$ cat src/rtl/timer_counter_if.sv
// Control/status bundle for timer_counter: the master drives configuration
// and strobes, and the slave (the counter) returns count and event flags.
interface timer_counter_if #(
    parameter int DATA_WIDTH      = 16,
    parameter int PRESCALER_WIDTH = 8
);
    logic                       i_en;
    logic                       i_le;
    logic [DATA_WIDTH-1:0]      i_data;
    logic                       i_dir;
    logic [1:0]                 i_mode;
    logic [DATA_WIDTH-1:0]      i_limit;
    logic [PRESCALER_WIDTH-1:0] i_prescale;
    logic [DATA_WIDTH-1:0]      i_compare;
    logic                       i_clr_flags;
    logic [DATA_WIDTH-1:0]      o_data;
    logic                       o_tc;
    logic                       o_match;
    logic                       o_ovf;
    logic                       o_running;

    modport master (
        output i_en, i_le, i_data, i_dir, i_mode, i_limit, i_prescale,
               i_compare, i_clr_flags,
        input  o_data, o_tc, o_match, o_ovf, o_running
    );

    modport slave (
        input  i_en, i_le, i_data, i_dir, i_mode, i_limit, i_prescale,
               i_compare, i_clr_flags,
        output o_data, o_tc, o_match, o_ovf, o_running
    );
endinterface

$ cat src/rtl/timer_counter.sv
// Up/down timer with prescaler, free-run/modulo/one-shot wrap modes,
// compare-match and terminal-count pulses, and a sticky overflow flag.
module timer_counter #(
    parameter int DATA_WIDTH      = 16,
    parameter int PRESCALER_WIDTH = 8
) (
    input  logic            i_clk,
    input  logic            i_rst,
    timer_counter_if.slave  bus
);
    typedef enum logic [1:0] {
        MODE_FREE    = 2'b00,
        MODE_MODULO  = 2'b01,
        MODE_ONESHOT = 2'b10,
        MODE_RSVD    = 2'b11
    } mode_e;

    localparam logic [DATA_WIDTH-1:0] ALL_ONES = '1;

    logic [PRESCALER_WIDTH-1:0] pcnt;
    logic [DATA_WIDTH-1:0]      count;
    logic                       tc;
    logic                       match;
    logic                       ovf;
    logic                       running;

    mode_e                 mode;
    logic                  tick;
    logic                  step;
    logic                  term;
    logic                  expire;
    logic [DATA_WIDTH-1:0] next_count;

    assign mode = mode_e'(bus.i_mode);

    // NOTE: every signal gets a default at the top of always_comb so no path
    // leaves it unassigned; otherwise synthesis infers a latch.
    always_comb begin
        next_count = count;
        expire     = 1'b0;
        tick       = bus.i_en && (pcnt == bus.i_prescale);
        step       = tick && ((mode != MODE_ONESHOT) || running);

        if (bus.i_dir)
            term = (count == '0);
        else if (mode == MODE_MODULO || mode == MODE_ONESHOT)
            term = (count >= bus.i_limit);
        else
            term = (count == ALL_ONES);

        if (!term) begin
            next_count = bus.i_dir ? count - DATA_WIDTH'(1) : count + DATA_WIDTH'(1);
        end else begin
            case (mode)
                MODE_MODULO:  next_count = bus.i_dir ? bus.i_limit : '0;
                MODE_ONESHOT: expire     = 1'b1;  // count holds at its terminal value
                default:      next_count = bus.i_dir ? ALL_ONES : '0;
            endcase
        end
    end

    // NOTE: reset is synchronous and active-low, so it lives inside the
    // clocked branch rather than in the sensitivity list.
    // NOTE: sequential state uses non-blocking assignments only, so every
    // register sees the pre-edge values of its neighbours.
    always_ff @(posedge i_clk) begin
        if (!i_rst) begin
            pcnt    <= '0;
            count   <= '0;
            tc      <= 1'b0;
            match   <= 1'b0;
            ovf     <= 1'b0;
            running <= 1'b1;
        end else begin
            tc    <= 1'b0;
            match <= 1'b0;
            if (bus.i_le) begin
                count   <= bus.i_data;
                pcnt    <= '0;
                running <= 1'b1;
                match   <= (bus.i_data == bus.i_compare);
            end else begin
                if (bus.i_en)
                    pcnt <= tick ? '0 : pcnt + PRESCALER_WIDTH'(1);
                if (step) begin
                    count <= next_count;
                    tc    <= term;
                    match <= !expire && (next_count == bus.i_compare);
                    if (expire)
                        running <= 1'b0;
                end
            end

            // A terminal step beats a simultaneous clear request.
            if (!bus.i_le && step && term)
                ovf <= 1'b1;
            else if (bus.i_clr_flags)
                ovf <= 1'b0;
        end
    end

    assign bus.o_data    = count;
    assign bus.o_tc      = tc;
    assign bus.o_match   = match;
    assign bus.o_ovf     = ovf;
    assign bus.o_running = running;

endmodule

$ cat src/flat_wrapper.sv
// flat-port wrapper written by rule: the top's interface ports become plain ports
module timer_counter_flat 
#(
    parameter int DATA_WIDTH      = 16,
    parameter int PRESCALER_WIDTH = 8
)
  (i_clk, i_rst, bus_i_en, bus_i_le, bus_i_data, bus_i_dir, bus_i_mode, bus_i_limit, bus_i_prescale, bus_i_compare, bus_i_clr_flags, bus_o_data, bus_o_tc, bus_o_match, bus_o_ovf, bus_o_running);
  timer_counter_if #(.DATA_WIDTH(DATA_WIDTH), .PRESCALER_WIDTH(PRESCALER_WIDTH)) bus_i ();
  input  logic i_clk;
  input  logic i_rst;
  input wire logic [$bits(bus_i.i_en)-1:0] bus_i_en;
  input wire logic [$bits(bus_i.i_le)-1:0] bus_i_le;
  input wire logic [$bits(bus_i.i_data)-1:0] bus_i_data;
  input wire logic [$bits(bus_i.i_dir)-1:0] bus_i_dir;
  input wire logic [$bits(bus_i.i_mode)-1:0] bus_i_mode;
  input wire logic [$bits(bus_i.i_limit)-1:0] bus_i_limit;
  input wire logic [$bits(bus_i.i_prescale)-1:0] bus_i_prescale;
  input wire logic [$bits(bus_i.i_compare)-1:0] bus_i_compare;
  input wire logic [$bits(bus_i.i_clr_flags)-1:0] bus_i_clr_flags;
  output wire logic [$bits(bus_i.o_data)-1:0] bus_o_data;
  output wire logic [$bits(bus_i.o_tc)-1:0] bus_o_tc;
  output wire logic [$bits(bus_i.o_match)-1:0] bus_o_match;
  output wire logic [$bits(bus_i.o_ovf)-1:0] bus_o_ovf;
  output wire logic [$bits(bus_i.o_running)-1:0] bus_o_running;
  assign bus_i.i_en = bus_i_en;
  assign bus_i.i_le = bus_i_le;
  assign bus_i.i_data = bus_i_data;
  assign bus_i.i_dir = bus_i_dir;
  assign bus_i.i_mode = bus_i_mode;
  assign bus_i.i_limit = bus_i_limit;
  assign bus_i.i_prescale = bus_i_prescale;
  assign bus_i.i_compare = bus_i_compare;
  assign bus_i.i_clr_flags = bus_i_clr_flags;
  assign bus_o_data = bus_i.o_data;
  assign bus_o_tc = bus_i.o_tc;
  assign bus_o_match = bus_i.o_match;
  assign bus_o_ovf = bus_i.o_ovf;
  assign bus_o_running = bus_i.o_running;
  timer_counter #(.DATA_WIDTH(DATA_WIDTH), .PRESCALER_WIDTH(PRESCALER_WIDTH)) u_core (.i_clk(i_clk), .i_rst(i_rst), .bus(bus_i));
endmodule
$ cat config.mk
export PLATFORM = sky130hd
export DESIGN_NAME = timer_counter_flat
export DESIGN_NICKNAME = d
export VERILOG_FILES = /design/src/rtl/timer_counter_if.sv /design/src/rtl/timer_counter.sv /design/src/flat_wrapper.sv
export SDC_FILE = /design/constraint.sdc
export NUM_CORES = 1
export LEC_CHECK = 0
export ABC_AREA = 1
export CORE_MARGIN = 2
export CORE_UTILIZATION = 23
export CTS_CLUSTER_DIAMETER = 120
export DETAILED_ROUTE_END_ITERATION = 8
export SLEW_MARGIN = 20
export SYNTH_ARGS = -nofsm -noshare
export SYNTH_HDL_FRONTEND = slang
export SYNTH_SLANG_ARGS = --single-unit
$ cat constraint.sdc
create_clock -name i_clk -period 5.4 [get_ports i_clk]
set_clock_uncertainty 0.15 [all_clocks]
set_input_delay 1.08 -clock i_clk [delete_from_list [all_inputs] [get_ports i_clk]]
set_output_delay 1.08 -clock i_clk [all_outputs]
set_load 0.01 [all_outputs]
**Word level (Yosys, flattened, before mapping)**

Index checks and enable logic that the tools add are counted.

- Bits in registers: 28
- Input port bits: 64

- $add $sub $neg: 3
- $lt $le $gt $ge: 1
- Equal/unequal tests: 7
- Multiplexer cells: 16
- Bitwise operators: 2
- Reductions and logical operators: 15

Operator list:

| operator | number |
|---|---|
| $mux 16 | 6 |
| $eq 16x16->1 | 2 |
| $pmux 16 s2 | 1 |
| $add 16x1->16 const B | 1 |
| $eq 16x16->1 const B | 1 |
| $ge 16x16->1 | 1 |
| $logic_not 16->1 | 1 |
| $sub 16x1->16 const B | 1 |
| $add 8x1->8 const B | 1 |
| $eq 8x8->1 | 1 |
| $mux 1 | 8 |
| $mux 8 | 1 |
| $logic_and 1x1->1 | 5 |
| $reduce_bool 2->1 | 2 |
| $reduce_or 3->1 | 1 |
| $eq 2x1->1 const B | 1 |
| $eq 2x2->1 const B | 1 |
| $logic_not 1->1 | 2 |
| $logic_or 1x1->1 | 2 |
| $ne 2x2->1 const B | 1 |
| $not 1->1 | 2 |
| $reduce_and 2->1 | 1 |
| $reduce_or 2->1 | 1 |

**Longest topological paths before layout**

Gate-level depths: netlist of the first run.

- Depth in word-level cells: 9
- Gate-level depth with buffers: 23
- Depth with buffers taken out: 22

**Worst setup path before layout of the first run**

No wires, ideal clock.

- Path type: input-to-reg
- Start point: input bus_i_mode[0]
- End point: register u_core.match, in the netlist u_core.bus.o_match
- Library setup time: 0.069 ns
- Arrival time: 2.785 ns
- Data required time: 5.181 ns
- Setup slack: 2.396 ns
- Stages: 20
- Path through: inv_1 ha_1 inv_2 nand3_1 nor2_1 nand2_1 clkinv_1 nand2_2 nand2_4 buf_6 nand2_1 nand3_1 nand2_1 nor2_1 nand2_1 nor2_1 nand3_1 nor2_1 nand2_1 a21oi_2

- Word-level cells in the longest chain between the ends: 9

RTL lines:

| item | line | text |
|---|---|---|
| from (decl) | flat_wrapper.sv:15 | `input wire logic [$bits(bus_i.i_mode)-1:0] bus_i_mode;` |
| $eq 2x1->1 or $eq 2x2->1 (tied branches) | timer_counter.sv:46, timer_counter.sv:54 |  |
| $logic_or 1x1->1 | timer_counter.sv:46 | `else if (mode == MODE_MODULO \|\| mode == MODE_ONESHOT)` |
| $mux 1 | timer_counter.sv:46 |  |
| $mux 1 | timer_counter.sv:44 | `if (bus.i_dir)` |
| $mux 16 or $mux 1 (tied branches) | timer_counter.sv:51 | `if (!term) begin` |
| $eq 16x16->1 or $logic_not 1->1 (tied branches) | timer_counter.sv:88 | `match <= !expire && (next_count == bus.i_compare);` |
| $logic_and 1x1->1 | timer_counter.sv:88 |  |
| $mux 1 * | timer_counter.sv:85 | `if (step) begin` |
| $mux 1 * | timer_counter.sv:77 | `if (bus.i_le) begin` |
| to (signal assigned) | timer_counter.sv:81 | `match <= (bus.i_data == bus.i_compare);` |
| to (signal assigned) | timer_counter.sv:88 |  |
| to (decl) | timer_counter.sv:23 | `logic match;` |

Mark *: on every way between the ends. The rest lies on a longest branch, timed or not.
A chain may end at the register's enable or synchronous reset.

**Final worst setup path of the first run**

- Start point: input bus_i_dir
- End point: register u_core.match, in the netlist u_core.bus.o_match

- Word-level cells in the longest chain between the ends: 7

RTL lines:

| item | line | text |
|---|---|---|
| from (decl) | flat_wrapper.sv:14 | `input wire logic [$bits(bus_i.i_dir)-1:0] bus_i_dir;` |
| $mux 16 (on tied branches) | timer_counter.sv:57, timer_counter.sv:55 |  |
| $pmux 16 s2 | timer_counter.sv:54 | `case (mode)` |
| $mux 16 | timer_counter.sv:51 |  |
| $eq 16x16->1 | timer_counter.sv:88 |  |
| $logic_and 1x1->1 * | timer_counter.sv:88 |  |
| $mux 1 * | timer_counter.sv:85 |  |
| $mux 1 * | timer_counter.sv:77 |  |

Marks and branches as above.

==> out/results.ini, run 1 <==
[routing]
vias=4561
drt_iter0_markers=422
drt_first_pass_iters=5
ant_nets=0
viasPerCell=4.74
wl_per_cell_um=14.6
drcViolationCount=0
routed_wl_mm=14.0

[timing]
finalSetupViolCount=0
slew_violations=0
finalHoldViolations=0
period_needed_ns=4.23
rsz0062_at_grt=no
worst_slew_pin_slew_ns=0.710
relSlewSlack=0.525
period_share=0.784
setup_tns_ns=0
holdWs_ns=0.339
fmaxAchievable_mhz=236

[synthesis]
ys_seq_elements=28
ys_warn_count=0
ys_seq_area_frac=0.147
synth_nets=759
syn_area_um2=3810
synth_area_per_cell_um2=5.76
yosys.cell_types.count=40
syn_inst=661

[status]
outcome=completed

[worst_setup_path]
critPathRequiredTime_ns=5.45
cp-end-kind=flip-flop
path_max_fanout=15
cp.arrival_ns=4.29
worstSetupStartpointType=input pin
reg2reg_slack_ns=2.18
criticalPathCategory=input pin to flip-flop

[floorplan]
start_util=0.232
core_um2=16400
die_height_um=133
die_x_um=133
row_count=47
io_pins=84
die_area_um2=17600

[layout]
final_common_cell=nand2_1
final_cell_area_um2=5000
nNetsFinal=842
area_delta_synth_final_pct=31.4
drive_gt1_frac=0.0431
fillerInstances=1805
instances_no_fill=963
diodes=0
layout_common_cells=nand2_1, inv_1, clkdlybuf4s50_1, nand3_1, nor2_1
utilization=0.305

[grt]
grt_first_pass_wirelength_mm=22.4
grt_usage=0.158
gr-total-overflow=0
grt_pass1_vias=4334
grt_start_max_net_pins=26
antenna_found_initial=0

[clocking]
insertion_delay_ns=0.27
numCtsBuffers=3
cts_max_level=1
clock_path_buffers=2
cts_tree=done
root_buffer=clkbuf_16
cts_hold_buf=0
cts.clk_slew.worst_paths_ns=0.07
cts_sinks=28
cts_resized=0
cts_setup_buffers=0

[place]
placedCellCount=959
place_hpwl_mm=11.5
place.gp.congestion=0.886
port_buffers=83
placed_area_um2=4890

[power_and_ir_drop]
p_leak_nw=2.39
ir_drop_v=0.000106
power_density_nw_per_um2=167

[hold_path]
hold_path.class=flip-flop to flip-flop

[job]
drv_cap=0

-- critical path, stage by stage --
cell	delay, ns
clkdlybuf4s50_1	0.79
ha_1	0.55
a21oi_1	0.35
o21ai_0	0.17
nand2_1	0.10
nand3_1	0.12
nand2_1	0.09
nand2_1	0.08
nand2_1	0.07
inv_1	0.03
o21ai_0	0.28
nand3_1	0.11
nand2_1	0.10
nand3_1	0.08
nor2_1	0.10
nand2_1	0.07
a21oi_2	0.11
-- per-stage QoR --
stage | worst slack, ns | power, mW
6_report | 1.17 | 0.835
5_1_grt | 0.880 | 0.897
4_1_cts | 1.26 | 0.836
3_5_place_dp | 0.968 | 0.603
3_3_place_gp | 1.02 | 0.602
2_1_floorplan | 2.40 | 0.461
-- flip-flops by register name (all words and copies together) (netlist names) --
name / count
u_core.bus.o_data: 16
u_core.bus.o_match: 1
u_core.bus.o_ovf: 1
u_core.bus.o_running: 1
u_core.bus.o_tc: 1
u_core.pcnt: 8
-- logic make-up (layout without fill, tap and decap cells) --
| group | Yosys count | in the layout | share of synthesized area |
|---|---|---|---|
| XOR/XNOR | 19 | 19 | 0.0437 |
| AO/OA/AOI/OAI | 99 | 99 | 0.149 |
| adder cells (fa/ha/maj) | 34 | 34 | 0.114 |
| flip-flops | 28 | 28 | 0.147 |
| buffers and inverters | 120 | 202 | 0.125 |
| AND/OR/NAND/NOR | 361 | 361 | 0.421 |
-- final cells by class --
| type | instances | area (um2) | area share |
|---|---|---|---|
| multi-input cells | 513 | 2770 | 0.554 |
| clock inverters | 1 | 30.0 | 0.00601 |
| inverters | 108 | 405 | 0.0811 |
| flip-flops and latches | 28 | 561 | 0.112 |
| clock buffers | 3 | 75.1 | 0.0150 |
| repair buffers | 90 | 883 | 0.177 |
| well taps | 220 | 275 | 0.0551 |
-- cells in the mapped netlist (all sizes together) --
master   number  area share
buf           6       0.012
a2111oi       1      0.0023
a221oi        3      0.0069
nor3          9       0.013
nor4          4      0.0066
xor2         16       0.037
o31ai         1      0.0020
nand3        65       0.089
a21o          2      0.0039
o22ai        14       0.023
o21bai        2      0.0039
nor2         65       0.070
o21ai        33       0.043
fa            1      0.0053
nand4         9       0.015
clkbuf        6      0.0059
and3          1      0.0016
or2           5      0.0082
xnor2         3      0.0069
o211ai        1      0.0020
dfxtp        28        0.15
a31oi         6      0.0099
a21oi        31       0.042
ha           33        0.11
inv         104        0.10
nand3b       13       0.026
nand2       190        0.19
clkinv        4      0.0039
o221ai        1      0.0023
o21a          4      0.0079
-- where the power goes --
group	internal [mW]	switching (mW)	total [mW]
sequential	0.213	0.0192	0.233
clock	0.148	0.0820	0.230
combinational	0.153	0.219	0.372
-- final timing paths --
path                     endpoint                 start  cells after the start
min reg2reg  u_core.bus.o_running  u_core.bus.o_running                      2
min          u_core.bus.o_running  u_core.bus.o_running                      2
max            u_core.bus.o_match             bus_i_dir                     17
max reg2reg    u_core.bus.o_match  u_core.bus.o_data[0]                     18
-- routing by layer --
layer,GRT usage,vias to the layer above,wire length [um]
li1,-,2322,-
met4,0.0454,0,208
met3,0.0188,15,1090
met5,0,-,0
met1,0.221,2033,6450
met2,0.257,191,6280
(Power assumes the default switching activity.)
==> inputs of run 2 (changes only) <==
==> constraint.sdc (replaced) <==
create_clock -name i_clk -period 3.5 [get_ports i_clk]
set_clock_uncertainty 0.15 [all_clocks]
set_input_delay 0.7 -clock i_clk [delete_from_list [all_inputs] [get_ports i_clk]]
set_output_delay 0.7 -clock i_clk [all_outputs]
set_load 0.01 [all_outputs]
==> run 2 against run 1 <==
Compared with the run above: first-iteration DRC count is 19% lower; sequential share of layout area is 0.71 points lower; routed wire length is 3.4% higher; sequential cell count stayed put; register-to-register slack worse by 1.5 ns; highest routed layer unchanged; non-clock buffer count is 40 higher; sequential power is 51% higher; combinational power is 74% higher; total power is 62% higher.
==> out/results.ini, run 2 (synthesized netlist as in run 1, its figures left out) <==
[clocking]
insertion_delay_ns=0.27  ; about the same
numCtsBuffers=3  ; unchanged
cts_sinks=28  ; unchanged
clock_path_buffers=2  ; unchanged
cts_max_level=1  ; unchanged
cts.clk_slew.worst_paths_ns=0.08  ; about the same
cts_setup_buffers=0  ; unchanged
root_buffer=clkbuf_16
cts_hold_buf=0  ; unchanged
cts_tree=done

[worst_setup_path]
cp_num_buf_inv=3  ; +1
cp-end-kind=flip-flop
cpLargestDelayFamily=simple AND/OR/NAND/NOR gates
cp.arrival_ns=3.28  ; -1.01 ns
crit_slowest_cell=clkdlybuf4s50_1
path_max_fanout=18  ; +3
max_stage_delay_ns=0.50  ; -0.29 ns
crit_top_cell=nand2_1
worstSetupStartpointType=input pin
path_cells=clkdlybuf4s50_1, buf_12, ha_1, a21oi_1, o21ai_0, nand2_1, nand3_1, nand2_1, nand2_1, nand2_1, inv_1, o21ai_0, nand3_1, nand2_1, nand3_1, nor2_1, nand2_1, a21oi_2
critPathRequiredTime_ns=3.56  ; -1.89 ns
criticalPathCategory=input pin to flip-flop

[timing]
holdWs_ns=0.345  ; +0.00565 ns
finalHoldViolations=0  ; unchanged
relSlewSlack=0.652  ; +0.126
period_share=0.919
setup_tns_ns=0  ; unchanged
setup_ws_ns=0.283  ; -0.883 ns
worst_slew_pin_slew_ns=0.509  ; -0.201 ns
slew_violations=0  ; unchanged
fmaxAchievable_mhz=311
period_needed_ns=3.22
rsz0062_at_grt=no
finalSetupViolCount=0  ; unchanged

[power_and_ir_drop]
ir_drop_v=0.000174  ; +64%
comb_power_share=0.477  ; +0.031
power_density_nw_per_um2=254  ; +52%
power_switching_mw=0.507  ; +58%
p_int_mw=0.847  ; +64%
p_clk_frac=0.263  ; -0.013
p_leak_nw=2.60  ; +8.6%
switching_share=0.375  ; -0.00876
power_frac_seq=0.260  ; -0.019

[floorplan]
start_util=0.232  ; unchanged
die_area_um2=17600  ; unchanged
io_pins=84  ; unchanged
row_count=47  ; unchanged
core_um2=16400  ; unchanged
die_x_um=133  ; unchanged
die_height_um=133  ; unchanged

[grt]
grt_first_pass_wirelength_mm=22.9  ; +2.2%
grt_usage=0.164  ; +0.00521
grt_pass1_vias=4378  ; +1.0%
antenna_found_initial=0  ; unchanged
grt_start_max_net_pins=19  ; -27%
gr-total-overflow=0  ; unchanged

[place]
placed_area_um2=5230  ; +6.9%
place.gp.congestion=0.945  ; +6.6%
placedCellCount=999  ; +4.2%
port_buffers=83  ; unchanged
place_hpwl_mm=12.1  ; +6.0%
dp_slack_ns=-0.0194  ; -0.987 ns

[job]
drv_cap=0  ; unchanged

[routing]
drt_first_pass_iters=5  ; unchanged
vias=4587  ; +0.57%
drcViolationCount=0  ; unchanged
drt_iter0_markers=340  ; -19%
wl_per_cell_um=14.5  ; -0.68%
routed_wl_mm=14.5  ; +3.4%
viasPerCell=4.57  ; -3.4%
ant_nets=0  ; unchanged

[layout]
nNetsFinal=882  ; +4.8%
final_cell_area_um2=5340  ; +6.8%
area_delta_synth_final_pct=40.2
diodes=0  ; unchanged
final_common_cell=nand2_1
layout_common_cells=nand2_1, inv_1, clkdlybuf4s50_1, nand3_1, nor2_1
drive_gt1_frac=0.0920  ; +0.0489
instances_no_fill=1003  ; +4.2%
largest_reg_flops=16  ; unchanged

[status]
outcome=completed

[hold_path]
hold_path.class=flip-flop to flip-flop

[run 2: cell types whose count changed in the layout (fill, tap and decap cells not counted), sizes merged]
cell / change
buf: +40
[run 2: path summary, 6_finish.rpt]
check	start	slack (ns)	cells past startpoint	endpoint
max	bus_i_dir	0.28	18	u_core.bus.o_match
min	u_core.bus.o_running	0.35	2	u_core.bus.o_running
max reg2reg	u_core.bus.o_data[3]	0.65	21	u_core.bus.o_match
min reg2reg	u_core.bus.o_running	0.35	2	u_core.bus.o_running
[run 2: power by group through the flow]
| stage | clock, mW | sequential [mW] | combinational, mW |
|---|---|---|---|
| finish | 0.356 | 0.352 | 0.646 |
| global route | 0.373 | 0.353 | 0.718 |
| CTS | 0.363 | 0.352 | 0.643 |
| floorplan | 0 | 0.357 | 0.355 |
| detailed placement | 0 | 0.359 | 0.639 |
| global placement | 0 | 0.359 | 0.637 |
[run 2: cell type report]
type | count | area, um2
clock inverters | 1 | 30.0
repair buffers | 130 | 1220
inverters | 108 | 405
clock buffers | 3 | 75.1
fillers | 1786 | 11100
multi-input cells | 513 | 2770
well taps | 220 | 275
flip-flops and latches | 28 | 561
[run 2: through the flow]
stage          power [mW]   util
2_1_floorplan       0.711      -
3_3_place_gp        0.996  0.319
3_5_place_dp        0.998  0.319
4_1_cts              1.36  0.325
5_1_grt              1.44  0.325
6_report             1.35  0.325
[run 2: metal layers]
layer	track usage	wire length (um)	vias to the layer above	part of all wire
met1	0.226	6900	2029	0.48
met4	0.0358	212	0	0.015
met5	0	0	-	0
met3	0.0172	837	15	0.058
met2	0.275	6570	135	0.45
li1	-	-	2408	-
[run 2: repair_timing]
| action | in CTS | in global routing |
|---|---|---|
| endpoints found under the setup margin | 0 | 1 |
| hold endpoints to repair | 0 | 0 |
| resized for setup | 0 | 1 |
[run 2: worst reg2reg max path: cells and delay by family (launching register included)]
family / cells / cell delay [ns]
simple gates: 17 / 1.31
flops: 1 / 0.60
fa+ha+maj: 1 / 0.34
buf+inv: 2 / 0.25
compound gates: 1 / 0.12
==> inputs of run 3 (changes only) <==
--- a/config.mk
+++ b/config.mk
@@ -6,7 +6,7 @@
 export NUM_CORES = 1
 export LEC_CHECK = 0
 export ABC_AREA = 1
-export CORE_MARGIN = 2
+export CORE_MARGIN = 1
 export CORE_UTILIZATION = 23
 export CTS_CLUSTER_DIAMETER = 120
 export DETAILED_ROUTE_END_ITERATION = 8
==> run 3 against run 2 <==
Compared with the run above: cell area down 1.5%; final cell count decreased by 1.2%; clock-buffer cell count is 1 higher; sequential power about the same; via count up 0.83%; global-route usage increased by 0.88 points; die area fell by 3.0%.
==> out/results.ini, run 3 (synthesized netlist as in run 1, its figures left out) <==
[status]
outcome=completed

[grt]
antenna_found_initial=0  ; unchanged
grt_usage=0.172  ; +0.00881
grt_first_pass_wirelength_mm=22.7  ; -0.66%
grt_start_max_net_pins=18  ; -1
grt_pass1_vias=4417  ; +0.89%
gr-total-overflow=0  ; unchanged

[clocking]
numCtsBuffers=3  ; unchanged
cts_max_level=1  ; unchanged
cts_tree=done
cts_setup_buffers=0  ; unchanged
clock_path_buffers=2  ; unchanged
insertion_delay_ns=0.27  ; about the same
cts_sinks=28  ; unchanged
cts_hold_buf=0  ; unchanged
cts.clk_slew.worst_paths_ns=0.07  ; about the same
root_buffer=clkbuf_16

[place]
place_hpwl_mm=12.1  ; -0.59%
dp_slack_ns=0.00230  ; +0.0217 ns
port_buffers=83  ; unchanged
place.gp.congestion=0.922  ; -2.5%

[floorplan]
die_height_um=131  ; -1.5%
row_count=46  ; -2.1%
die_area_um2=17100  ; -3.0%
die_x_um=131  ; -1.5%
core_um2=16000  ; -2.5%
io_pins=84  ; unchanged
start_util=0.238  ; +0.00590

[timing]
setup_ws_ns=0.287  ; +0.00369 ns
slew_violations=0  ; unchanged
period_share=0.918  ; -0.00105
finalSetupViolCount=0  ; unchanged
rsz0062_at_grt=no
worst_slew_pin_slew_ns=0.490  ; -0.0193 ns
period_needed_ns=3.21  ; -0.00369 ns
fmaxAchievable_mhz=311  ; +0.11%
finalHoldViolations=0  ; unchanged
relSlewSlack=0.671  ; +0.0186
holdWs_ns=0.328  ; -0.0167 ns

[worst_setup_path]
cp.arrival_ns=3.27  ; about the same
path_max_fanout=10  ; -8
cp_num_buf_inv=6  ; +3
cpLargestDelayFamily=buffers and inverters
cp-end-kind=flip-flop
critPathRequiredTime_ns=3.56  ; about the same
crit_top_cell=nand2_1
crit_slowest_cell=clkdlybuf4s50_1
path_cells=clkdlybuf4s50_1, inv_1, ha_1, inv_2, buf_4, nor2_1, buf_4, inv_1, o21ai_0, nand3_1, nand2_1, nand2_1, nand2_1, nand3_1, nor2_1, nand3_1, nor2_1, nand2_1, a21oi_2
criticalPathCategory=input pin to flip-flop
worstSetupStartpointType=input pin
max_stage_delay_ns=0.48  ; -0.02 ns

[routing]
ant_nets=0  ; unchanged
drt_iter0_markers=330  ; -2.9%
drt_first_pass_iters=5  ; unchanged
drcViolationCount=0  ; unchanged
viasPerCell=4.67  ; +2.0%
wl_per_cell_um=14.4  ; -0.54%
routed_wl_mm=14.3  ; -1.7%
vias=4625  ; +0.83%

[power_and_ir_drop]
switching_share=0.386  ; +0.0110
p_clk_frac=0.229  ; -0.034
ir_drop_v=0.000224  ; +29%
comb_power_share=0.492  ; +0.015
power_switching_mw=0.489  ; -3.5%
p_leak_nw=2.56  ; -1.6%
power_density_nw_per_um2=241  ; -4.8%
p_int_mw=0.780  ; -7.9%
power_frac_seq=0.279  ; +0.019

[layout]
largest_reg_flops=16  ; unchanged
final_common_cell=nand2_1
utilization=0.329  ; +0.00342
layout_common_cells=nand2_1, inv_1, clkdlybuf4s50_1, nand3_1, nor2_1
drive_gt1_frac=0.0839  ; -0.00808
diodes=0  ; unchanged
nNetsFinal=874  ; -0.91%
area_delta_synth_final_pct=38.2

[hold_path]
hold_path.class=flip-flop to flip-flop

[job]
drv_cap=0  ; unchanged

-- run 3: changes by cell type in the layout (fill, tap and decap cells not counted), sizes merged --
cell and change:
buf -8, bufinv -1, clkbuf +1
-- run 3: worst paths after layout --
kind / from / to / slack, ns / cells past startpoint
max: bus_i_mode[0] / u_core.bus.o_match / 0.29 / 19
min: u_core.bus.o_running / u_core.bus.o_running / 0.33 / 2
max reg2reg: u_core.bus.o_data[7] / u_core.bus.o_match / 0.66 / 18
min reg2reg: u_core.bus.o_running / u_core.bus.o_running / 0.33 / 2
-- run 3: worst register-to-register path: cells and delay by family (launching register included) --
family	cells	cell delay, ns
AO/OA/AOI/OAI	3	0.38
AND/OR/NAND/NOR	13	1.13
adder cells (fa/ha/maj)	1	0.33
flip-flops	1	0.62
buffers and inverters	1	0.17
-- run 3: cell type report --
cell class,count,area [um2]
clock buffers,4,88.8
fillers,1843,10700
inverters,108,405
multi-input cells,513,2770
flip-flops and latches,28,561
well taps,216,270
repair buffers,122,1160
-- run 3: metal layers --
metal	up-vias	GRT usage	share of wire
li1	2390	-	-
met1	2086	0.237	0.48
met2	136	0.282	0.43
met3	13	0.0261	0.072
met4	0	0.0392	0.014
met5	-	0	0
-- run 3: timing repair --
| action | in CTS | in global routing |
|---|---|---|
| setup endpoints to repair | 0 | 1 |
| gates resized for setup | 0 | 3 |
| hold endpoints to repair | 0 | 0 |
-- run 3: power by group through the flow --
stage | logic [mW] | registers, mW | clock network (mW)
after detailed placement | 0.617 | 0.361 | 0
after global placement | 0.617 | 0.362 | 0
final | 0.624 | 0.354 | 0.291
after CTS | 0.620 | 0.354 | 0.294
after global routing | 0.703 | 0.356 | 0.307
after floorplan | 0.355 | 0.357 | 0
-- run 3: stage by stage --
step	std cells	TNS (ns)	power [mW]	instance area [um2]
final	991	0	1.27	5260
after detailed placement	987	0	0.978	5170
after CTS	991	0	1.27	5260
after global routing	991	0	1.37	5260
after floorplan	661	0	0.711	3810
after global placement	987	-0.0116	0.979	5170
